### src/rtl/cpu_control.sv
// Purpose : multi-cycle fetch/decode/execute controller + accumulator datapath for the 8-bit accumulator CPU.
// Latency : 3 cycles per instruction (FETCH, DECODE, EXECUTE); results register on the EXECUTE edge.
// Backpres: none; instruction ROM and data memory are combinational, so no stalls exist.
//
// Ports:
//   clk, rst_n        - clock, asynchronous active-low reset
//   instr_addr/data   - instruction ROM address (= PC) and combinational read data
//   address           - data-memory address (= IR operand field)
//   mem_read/write    - data-memory strobes, only ever asserted in EXECUTE
//   mem_data          - data-memory combinational read data
//   acc               - accumulator, also the data-memory write data
//   zero, carry       - acc == 0 (combinational), carry/borrow of the last ADD/SUB
//   halted            - high while in HALT
module cpu_control #(
  parameter int DATA_W = 8,
  parameter int ADDR_W = 4
) (
  input  logic              clk,
  input  logic              rst_n,
  output logic [ADDR_W-1:0] instr_addr,
  input  logic [7:0]        instr_data,
  output logic [ADDR_W-1:0] address,
  output logic              mem_read,
  output logic              mem_write,
  input  logic [DATA_W-1:0] mem_data,
  output logic [DATA_W-1:0] acc,
  output logic              zero,
  output logic              carry,
  output logic              halted
);

  typedef enum logic [1:0] {
    S_FETCH   = 2'd0,
    S_DECODE  = 2'd1,
    S_EXECUTE = 2'd2,
    S_HALT    = 2'd3
  } state_t;

  localparam logic [3:0] OP_NOP = 4'h0;
  localparam logic [3:0] OP_LDA = 4'h1;
  localparam logic [3:0] OP_STA = 4'h2;
  localparam logic [3:0] OP_ADD = 4'h3;
  localparam logic [3:0] OP_SUB = 4'h4;
  localparam logic [3:0] OP_AND = 4'h5;
  localparam logic [3:0] OP_OR  = 4'h6;
  localparam logic [3:0] OP_LDI = 4'h7;
  localparam logic [3:0] OP_JMP = 4'h8;
  localparam logic [3:0] OP_JZ  = 4'h9;
  localparam logic [3:0] OP_HLT = 4'hF;

  state_t              state_q, state_d;
  logic [ADDR_W-1:0]   pc_q, pc_d;
  logic [7:0]          ir_q, ir_d;
  logic [DATA_W-1:0]   acc_q, acc_d;
  logic                carry_q, carry_d;

  logic [3:0]          opcode;
  logic [ADDR_W-1:0]   operand;
  // One extra bit on both so the top bit is the carry out / borrow out.
  logic [DATA_W:0]     sum;
  logic [DATA_W:0]     diff;

  assign opcode  = ir_q[7:4];
  assign operand = ir_q[ADDR_W-1:0];
  assign sum     = {1'b0, acc_q} + {1'b0, mem_data};
  assign diff    = {1'b0, acc_q} - {1'b0, mem_data};

  assign instr_addr = pc_q;
  assign address    = operand;
  assign acc        = acc_q;
  assign zero       = (acc_q == '0);
  assign carry      = carry_q;
  assign halted     = (state_q == S_HALT);

  always_ff @(posedge clk or negedge rst_n) begin
    if (!rst_n) begin
      state_q <= S_FETCH;
      pc_q    <= '0;
      ir_q    <= '0;
      acc_q   <= '0;
      carry_q <= 1'b0;
    end else begin
      state_q <= state_d;
      pc_q    <= pc_d;
      ir_q    <= ir_d;
      acc_q   <= acc_d;
      carry_q <= carry_d;
    end
  end

  always_comb begin
    state_d   = state_q;
    pc_d      = pc_q;
    ir_d      = ir_q;
    acc_d     = acc_q;
    carry_d   = carry_q;
    mem_read  = 1'b0;
    mem_write = 1'b0;

    case (state_q)
      S_FETCH: begin
        ir_d    = instr_data;
        pc_d    = pc_q + ADDR_W'(1);  // wraps naturally at 2^ADDR_W
        state_d = S_DECODE;
      end

      S_DECODE: begin
        state_d = S_EXECUTE;
      end

      S_EXECUTE: begin
        state_d = S_FETCH;
        case (opcode)
          OP_LDA: begin
            mem_read = 1'b1;
            acc_d    = mem_data;
          end
          OP_STA: begin
            // Memory captures acc on this edge; acc itself is untouched.
            mem_write = 1'b1;
          end
          OP_ADD: begin
            mem_read = 1'b1;
            acc_d    = sum[DATA_W-1:0];
            carry_d  = sum[DATA_W];
          end
          OP_SUB: begin
            mem_read = 1'b1;
            acc_d    = diff[DATA_W-1:0];
            carry_d  = diff[DATA_W];     // set exactly when acc < mem_data
          end
          OP_AND: begin
            mem_read = 1'b1;
            acc_d    = acc_q & mem_data;
          end
          OP_OR: begin
            mem_read = 1'b1;
            acc_d    = acc_q | mem_data;
          end
          OP_LDI: begin
            acc_d = {{(DATA_W-ADDR_W){1'b0}}, operand};
          end
          OP_JMP: begin
            pc_d = operand;
          end
          OP_JZ: begin
            // Not taken leaves the already-incremented PC in place.
            if (zero) pc_d = operand;
          end
          OP_HLT: begin
            state_d = S_HALT;
          end
          default: begin
            // NOP and the unassigned opcodes 0xA-0xE do nothing.
          end
        endcase
      end

      S_HALT: begin
        // Everything holds; only reset leaves this state.
      end

      default: begin
        state_d = S_FETCH;
      end
    endcase
  end

endmodule

### config.mk
export PLATFORM = sky130hd
export DESIGN_NAME = cpu_control
export DESIGN_NICKNAME = d
export VERILOG_FILES = /design/src/rtl/cpu_control.sv
export SDC_FILE = /design/constraint.sdc
export NUM_CORES = 1
export LEC_CHECK = 0
export ABC_AREA = 1
export BUFFER_PORTS_ARGS = -buffer_cell sky130_fd_sc_hd__buf_2
export CAP_MARGIN = 25
export CELL_PAD_IN_SITES_DETAIL_PLACEMENT = 0
export CELL_PAD_IN_SITES_GLOBAL_PLACEMENT = 1
export CORE_MARGIN = 1
export CORE_UTILIZATION = 40
export DETAILED_ROUTE_END_ITERATION = 6
export GPL_TIMING_DRIVEN = 0
export PLACE_DENSITY = 0.76
export SLEW_MARGIN = 20
export SYNTH_ARGS = -nofsm -noshare
export SYNTH_HDL_FRONTEND = slang
export SYNTH_SLANG_ARGS = --single-unit
### constraint.sdc
create_clock -name clk -period 5.25 [get_ports clk]
set_clock_uncertainty 0.1 [all_clocks]
set_input_delay 1.575 -clock clk [delete_from_list [all_inputs] [get_ports clk]]
set_output_delay 1.575 -clock clk [all_outputs]
set_load 0.01 [all_outputs]
==> metrics.cfg, run 1 <==
[synth]
syn_inst=384
syn_avg_cell_area_um2=6.49
synth.distinct_cells=32
yosys_warnings=0
synth_seq_cells=23
async_flop_share_pct=100
synth-main-ff-cell=dfrtp_1
syn_area_um2=2490
synth_edf_count=0
ys_seq_area_share_pct=23.1
synth_nets=434

[final_layout]
utilization_pct=47.4
antennaDiodeCount=0
nets=477
stdcell_area_um2=2820
fin_cells=501
syn_to_final_growth_pct=13.2
drive_gt1_share_pct=16.0

[global_routing]
grt_max_degree=24
antenna_found_initial=0
use_met2_pct=32.9
use_met3_pct=3.03
busiest_layer=met1
track_usage_pct=22.7
grt_pass1_wl_um=11300
first_global_vias=2222
grt_overflow=0
use_met1_pct=35.5

[setup_path]
reg2reg_depth=8
startpoint_type=register
required_ps=3580
r2r_slack_ps=3040
critPathCaptureType=output pin
worstPathArrival_ps=2420
cp_max_fo=10
path_class=register to output pin
r2r-start=state_q[0]$_DFFE_PN0P_
startpoint=state_q[0]$_DFFE_PN0P_

[clock_tree]
numClockSinks=23
cts.repair.resized=0
cts_tree=done
max-clock-path-buffers=2
cts.clk_slew.worst_paths_ps=80
cts_hold_buf=0
clk_latency_ps=270
cts-buffers-inserted=3
cts_htree_levels=1
root_buffer=clkbuf_8
post-cts-setup-buffer-count=0

[pwr]
power.total_mw=1.54
power.density_nw_per_um2=544
p_leak_nw=1.60
ir_worst_vdd_mv=0.250

[detailed_routing]
drt_iter0_drc=140
drc=0
dr.pass1.iters=4
drtAntennaViolNets=0
vias_per_cell=4.94
wl_per_cell_um=13.7
vias=2475
wl_um=6850

[floorplan]
core_um2=5960
initial_core_util_pct=41.9
fp.dieW_um=81.0
rows=28
num_io_pins=39
dieHeight_um=81.0
die_area_um2=6550

[timing]
fmax_mhz=244
tightestPinTransition_ps=630
rsz0062_at_grt=no
slew_headroom_pct=57.7
maxSlewViolCount=0
setup_viol=0
period_share_pct=78.0
setup_tns_ps=0
finalHoldViolCount=0
period_needed_ps=4090

[worst_hold_path]
hold_class=register to register
holdPathStages=2
hold_path.startpoint=carry$_DFFE_PN0P_

[placed_design]
dp_cells=497
routabilityCongestion=0.868
dpl_cell_area_um2=2780
dpl.hpwl_um=5500
numPortBuffers=38

[outcome]
status=finished clean

[run]
cap_violations=0

## flip-flops by register name, summed over array words and instances, names as in the netlist
signal	cells
acc	8
instr_addr	4
state_q	2
carry	1
ir_q	8
## where the power goes
part | internal [mW] | leakage [nW] | switching (mW)
Combinational | 0.377 | 1.30 | 0.658
Clock | 0.0542 | 0.0228 | 0.0561
Sequential | 0.265 | 0.275 | 0.127
Total | 0.696 | 1.60 | 0.840
## cell families (layout without fill, tap and decap cells)
| logic type | after synthesis | after routing | share of synthesized area [%] |
|---|---|---|---|
| AO/OA/AOI/OAI | 51 | 51 | 10.7 |
| XOR/XNOR | 1 | 1 | 0.351 |
| adder cells (fa/ha/maj) | 32 | 32 | 16.7 |
| buffers and inverters | 81 | 123 | 13.4 |
| flip-flops | 23 | 23 | 23.1 |
| AND/OR/NAND/NOR | 196 | 196 | 35.7 |
## worst max-delay path, stage by stage (launching register included)
cell and delay, ps:
dfrtp_1 420, inv_1 120, ha_1 150, buf_4 160, inv_2 90, nor3_1 530, buf_6 230, inv_1 140
a21oi_1 160, buf_2 150
## layer usage
metal | up-vias | wire length (um) | share of wire (%)
li1 | 1305 | - | -
met1 | 1115 | 3620 | 53
met2 | 49 | 2890 | 42
met3 | 6 | 275 | 4.0
met4 | 0 | 70 | 1.0
met5 | - | 0 | 0
## per-stage QoR
| step | hold slack (ps) | setup slack (ps) |
|---|---|---|
| finish | 388 | 1160 |
| global route | 438 | 951 |
| CTS | 392 | 1130 |
| detailed placement | 372 | 1440 |
| global placement | 368 | 1400 |
| floorplan | 412 | 2010 |
## final cells by class
class | instances | area (um^2)
clock buffer | 4 | 45.0
buffer | 12 | 76.3
timing repair buffer | 38 | 190
tap | 75 | 93.8
fill | 635 | 3130
inverter | 69 | 259
multi-input combinational | 280 | 1580
sequential | 23 | 576
## Yosys cell counts, types with 3 or more instances
master	count	area (um^2)
inv_2	8	30.0
o21ai_1	4	20.0
o22ai_1	4	25.0
nor3_1	4	20.0
nand4_1	8	50.1
nor4_1	3	18.8
dfrtp_1	23	576
nand3_1	41	205
o21ai_0	23	115
nand2_1	102	383
nor2_1	26	97.6
buf_4	5	37.5
a21oi_1	17	85.1
inv_1	61	229
buf_2	3	15.0
ha_1	30	375
## placed cells by master (no fill, tap or decap), drive strengths merged, types with 5 or more instances in the layout
master | Yosys | layout
o21ai | 27 | 27
inv | 69 | 69
nand4 | 8 | 8
clkbuf | 3 | 7
buf | 9 | 47
dfrtp | 23 | 23
ha | 30 | 30
nor3 | 5 | 5
nand3 | 44 | 44
nand2 | 105 | 105
nor2 | 27 | 27
a21oi | 17 | 17
## path summary, 6_finish.rpt
check | endpoint
worst max register to register | acc[2]$_DFFE_PN0P_
max in group asynchronous | ir_q[1]$_DFFE_PN0N_
worst max-delay path | mem_read
worst min-delay path | carry$_DFFE_PN0P_
worst min register to register | carry$_DFFE_PN0P_
min in group asynchronous | acc[7]$_DFFE_PN0P_
(Power assumes the default switching activity.)
==> run 2: changes to the inputs <==
CORE_UTILIZATION = 37   (was 40)
PLACE_DENSITY = 0.74   (was 0.76)
clock period = 3.7 ns   (was 5.25 ns; I/O delays follow)
==> metrics.cfg, run 2 (same netlist as run 1, synthesis figures left out) <==
[final_layout]
fillers=698  ; was 635
mostFrequentLayoutCells=102 x nand2_1, 61 x inv_1, 41 x nand3_1, 41 x buf_2, 30 x ha_1  ; unchanged
fin_cells=503  ; was 501
final_common_cell=nand2_1  ; unchanged
antennaDiodeCount=0  ; unchanged
seqCellArea_um2=576  ; unchanged
drive_gt1_share_pct=16.2  ; was 16.0%
syn_to_final_growth_pct=13.5  ; was 13.2%
multiInputGateArea_um2=1590  ; was 1580 um^2
nets=477  ; unchanged

[pwr]
p_int_mw=0.986  ; was 0.696 mW
p_seq_share_pct=25.4  ; was 25.5%
p_leak_nw=1.60  ; about the same
power.share.clock_pct=7.4  ; was 7.2%
ir_worst_vdd_mv=0.328  ; was 0.250 mV
power.density_nw_per_um2=773  ; was 544 nW/um^2
swShare_pct=54.9  ; was 54.7%
p_switching_mw=1.20  ; was 0.840 mW
power.total_mw=2.19  ; was 1.54 mW
p_comb_share_pct=67.3  ; about the same

[detailed_routing]
drc=6  ; was 0
wl_um=6930  ; was 6850 um
dr.pass1.iters=6  ; was 4
vias_per_cell=4.95  ; was 4.94
drt_iter0_drc=131  ; was 140
drtAntennaViolNets=0  ; unchanged
wl_per_cell_um=13.8  ; was 13.7 um
vias=2490  ; was 2,475

[floorplan]
core_um2=6420  ; was 5960 um^2
fp.dieW_um=84.1  ; was 81.0 um
dieHeight_um=84.1  ; was 81.0 um
rows=29  ; was 28
initial_core_util_pct=38.8  ; was 41.9%
die_area_um2=7070  ; was 6550 um^2
num_io_pins=39  ; unchanged

[timing]
period_needed_ps=3450
tightestPinTransition_ps=545  ; was 630 ps
fmax_mhz=290
fin_ws_ps=252  ; was 1160 ps
rsz0062_at_grt=no  ; unchanged
period_share_pct=93.2
setup_viol=0  ; unchanged
finalHoldViolCount=0  ; unchanged
slew_headroom_pct=63.6  ; was 57.7%
setup_tns_ps=0  ; unchanged
maxSlewViolCount=0  ; unchanged

[setup_path]
path_class=register to output pin  ; unchanged
r2r-start=acc[6]$_DFFE_PN0P_  ; was state_q[0]$_DFFE_PN0P_
required_ps=2490  ; was 3580 ps
critPathCaptureType=output pin  ; unchanged
startpoint_type=register  ; unchanged
r2r_slack_ps=1590  ; was 3040 ps
cp_max_fo=10  ; unchanged
reg2reg_to=acc[7]$_DFFE_PN0P_  ; was acc[2]$_DFFE_PN0P_
worstPathArrival_ps=2240  ; was 2420 ps
reg2reg_depth=12  ; was 8

[clock_tree]
clk_latency_ps=260  ; was 270 ps
max-clock-path-buffers=2  ; unchanged
cts.clk_slew.worst_paths_ps=90  ; was 80 ps
cts-buffers-inserted=3  ; unchanged
cts_htree_levels=1  ; unchanged
numClockSinks=23  ; unchanged
cts_hold_buf=0  ; unchanged
root_buffer=clkbuf_8  ; unchanged
cts_tree=done  ; unchanged

[placed_design]
dp_cells=499  ; was 497
routabilityCongestion=0.827  ; was 0.868
pre_cts_ws_ps=320  ; was 1440 ps
dpl.hpwl_um=5630  ; was 5500 um
numPortBuffers=38  ; unchanged

[global_routing]
track_usage_pct=20.6  ; was 22.7%
grt_pass1_wl_um=11600  ; was 11,300 um
first_global_vias=2400  ; was 2,222
antenna_found_initial=0  ; unchanged
grt_max_degree=24  ; unchanged
grt_overflow=0  ; unchanged

[worst_hold_path]
hold_class=register to register  ; unchanged
holdPathEnd=carry$_DFFE_PN0P_  ; unchanged
holdPathStages=2  ; unchanged
hold_path.startpoint=carry$_DFFE_PN0P_  ; unchanged

[outcome]
status=finished with violations  ; was finished clean
failed_checks=DRC

[run]
cap_violations=0  ; unchanged

==> run 2: changes by cell type in the layout (fill, tap and decap cells not counted) <==
| cell | delta |
|---|---|
| nor3_1 | -1 |
| nor3_2 | +1 |
==> run 2: routing by layer <==
metal	wire (um)	track usage, %
met1	3600	30.4
met4	62	2.51
met2	2960	32.6
met5	0	0
met3	296	2.97
==> run 2: how the worst max path moves through the flow <==
stage / startpoint / endpoint / slack [ps] / cells past startpoint
global route: state_q[0]$_DFFE_PN0P_ / mem_read / 100 / 9
global placement: state_q[0]$_DFFE_PN0P_ / mem_read / 300 / 9
detailed placement: state_q[0]$_DFFE_PN0P_ / mem_read / 320 / 9
CTS: state_q[0]$_DFFE_PN0P_ / mem_read / 10 / 9
floorplan: state_q[0]$_DFFE_PN0P_ / mem_read / 930 / 8
finish: state_q[0]$_DFFE_PN0P_ / mem_read / 250 / 9
==> run 2: cell type report <==
type	count	share of cell area, %
Multi-Input combinational cell	280	56.1
Timing Repair Buffer	38	6.72
Inverter	69	9.15
Clock buffer	4	1.59
Tap cell	77	3.40
Buffer	12	2.70
Sequential cell	23	20.3
==> run 2: power by group through the flow <==
stage	Combinational (mW)	Sequential [mW]	Clock [mW]
after floorplan	1.05	0.548	0
after global placement	1.45	0.561	0
after detailed placement	1.46	0.561	0
after CTS	1.47	0.556	0.166
after global routing	1.70	0.580	0.171
final	1.47	0.555	0.161
==> run 2: critical path, cell delays in order, from the launching register on <==
cell,delay [ps]
dfrtp_1,420
inv_1,110
ha_1,170
buf_4,170
inv_2,90
nor3_2,350
buf_6,210
inv_1,130
a21oi_1,170
buf_2,150
==> run 2: what timing repair did <==
item	4_1_cts	5_1_grt
setup buffers	0	0
gates resized for setup	0	1
setup endpoints to repair	0	1
==> run 2: metrics by stage <==
stage          area, um^2  util [%]  hold WS (ps)
3_3_place_gp         2780      43.3           372
6_report             2830      44.1           394
5_1_grt              2830      44.1           452
2_1_floorplan        2490         -           412
4_1_cts              2830      44.0           398
3_5_place_dp         2780      43.3           377
==> run 3: changes to the inputs <==
CORE_MARGIN = 3   (was 1)
==> metrics.cfg, run 3 (same netlist as run 1, synthesis figures left out) <==
[clock_tree]
max-clock-path-buffers=2  ; unchanged
root_buffer=clkbuf_8  ; unchanged
numClockSinks=23  ; unchanged
clk_latency_ps=260  ; about the same
cts_hold_buf=0  ; unchanged
cts.repair.resized=1  ; was 0
cts-buffers-inserted=3  ; unchanged
cts_tree=done  ; unchanged
cts.clk_slew.worst_paths_ps=90  ; about the same
post-cts-setup-buffer-count=0  ; unchanged
cts_htree_levels=1  ; unchanged

[pwr]
ir_worst_vdd_mv=0.362  ; was 0.328 mV
p_leak_nw=1.60  ; unchanged
power.density_nw_per_um2=774  ; was 773 nW/um^2

[worst_hold_path]
holdPathStages=2  ; unchanged
hold_class=register to register  ; unchanged

[final_layout]
final_common_cell=nand2_1  ; unchanged
seqCellArea_um2=576  ; unchanged
nets=477  ; unchanged
stdcell_area_um2=2830  ; unchanged
syn_to_final_growth_pct=13.5  ; unchanged
utilization_pct=44.1  ; unchanged
drive_gt1_share_pct=16.2  ; unchanged
mostFrequentLayoutCells=102 x nand2_1, 61 x inv_1, 41 x nand3_1, 41 x buf_2, 30 x ha_1  ; unchanged
fillers=723  ; was 698
antennaDiodeCount=0  ; unchanged
multiInputGateArea_um2=1590  ; unchanged

[timing]
fmax_mhz=292  ; was 290 MHz
period_share_pct=92.4  ; was 93.2%
slew_headroom_pct=63.8  ; was 63.6%
setup_tns_ps=0  ; unchanged
fin_ws_ps=280  ; was 252 ps
finalHoldViolCount=0  ; unchanged
tightestPinTransition_ps=543  ; was 545 ps
maxSlewViolCount=0  ; unchanged
period_needed_ps=3420  ; was 3450 ps
setup_viol=0  ; unchanged
rsz0062_at_grt=no  ; unchanged

[detailed_routing]
wl_um=7070  ; was 6930 um
drt_iter0_drc=145  ; was 131
dr.pass1.iters=4  ; was 6
vias_per_cell=4.96  ; was 4.95
drtAntennaViolNets=0  ; unchanged
vias=2497  ; was 2,490
wl_per_cell_um=14.1  ; was 13.8 um
drc=0  ; was 6

[global_routing]
grt_max_degree=24  ; unchanged
grt_overflow=0  ; unchanged
grt_pass1_wl_um=11600  ; about the same
first_global_vias=2321  ; was 2,400
track_usage_pct=19.1  ; was 20.6%
antenna_found_initial=0  ; unchanged

[setup_path]
required_ps=2490  ; about the same
cp_max_fo=10  ; unchanged
critPathSlowestCell=dfrtp_1  ; unchanged
startpoint_type=register  ; unchanged
path_class=register to output pin  ; unchanged
cp_top_family=buffers and inverters  ; unchanged
reg2reg_depth=12  ; unchanged
worstPathArrival_ps=2210  ; was 2240 ps
cp_cell_sequence=inv_1, ha_1, buf_4, inv_2, nor3_2, buf_6, inv_1, a21oi_1, buf_2  ; unchanged
crit_cells=9  ; unchanged
crit_buf_inv=6  ; unchanged
critPathCaptureType=output pin  ; unchanged
path_common_cell=inv_1  ; unchanged
critical_path.max_stage_delay_ps=420  ; about the same

[floorplan]
core_um2=6420  ; unchanged
initial_core_util_pct=38.8  ; unchanged
die_area_um2=7760  ; was 7070 um^2
fp.dieW_um=88.1  ; was 84.1 um
dieHeight_um=88.1  ; was 84.1 um
num_io_pins=39  ; unchanged
rows=29  ; unchanged

[placed_design]
dpl_cell_area_um2=2780  ; unchanged
numPortBuffers=38  ; unchanged
routabilityCongestion=0.885  ; was 0.827
pre_cts_ws_ps=302  ; was 320 ps
dpl.hpwl_um=5720  ; was 5630 um

[run]
cap_violations=0  ; unchanged

[outcome]
status=finished clean  ; was finished with violations

==> run 3: cell counts in the layout (fill, tap and decap cells not counted) <==
No cell type changed its count.
==> run 3: worst paths after layout <==
check	from	endpoint	slack, ps
max	state_q[0]$_DFFE_PN0P_	mem_read	280
min	carry$_DFFE_PN0P_	carry$_DFFE_PN0P_	410
max reg2reg	acc[6]$_DFFE_PN0P_	acc[7]$_DFFE_PN0P_	1580
min reg2reg	carry$_DFFE_PN0P_	carry$_DFFE_PN0P_	410
max in group asynchronous	rst_n	ir_q[2]$_DFFE_PN0N_	2410
min in group asynchronous	rst_n	instr_addr[2]$_DFFE_PN0P_	720
==> run 3: metrics by stage <==
| stage | hold WS, ps | cells | power, mW |
|---|---|---|---|
| 2_1_floorplan | 412 | 384 | 1.59 |
| 3_3_place_gp | 370 | 499 | 2.02 |
| 3_5_place_dp | 389 | 499 | 2.03 |
| 4_1_cts | 411 | 503 | 2.20 |
| 5_1_grt | 437 | 503 | 2.45 |
| 6_report | 413 | 503 | 2.19 |
==> run 3: routing by layer <==
metal  vias up  wire length [um]  GRT usage, %
met5         -                 0             0
met1      1142              3720          30.0
li1       1306                 -             -
met2        47              3060          29.1
met3         2               278          2.73
met4         0                14          1.10
==> run 3: where the power goes <==
part / internal (mW) / leakage [nW] / switching (mW)
Sequential: 0.375 / 0.275 / 0.186
Combinational: 0.534 / 1.30 / 0.939
Clock: 0.0769 / 0.0228 / 0.0812
==> run 3: cell type report <==
class / count / area share (%)
flip-flops and latches: 23 / 20.3
repair buffers: 38 / 6.72
well taps: 77 / 3.40
inverters: 69 / 9.15
plain buffers: 12 / 2.70
clock buffers: 4 / 1.59
multi-input cells: 280 / 56.1
==> run 3: tightest hold or removal path, delay by kind of cell (launching register included) <==
kind	cells	cell delay, ps
DFF	1	370
and+or+nand+nor	2	120
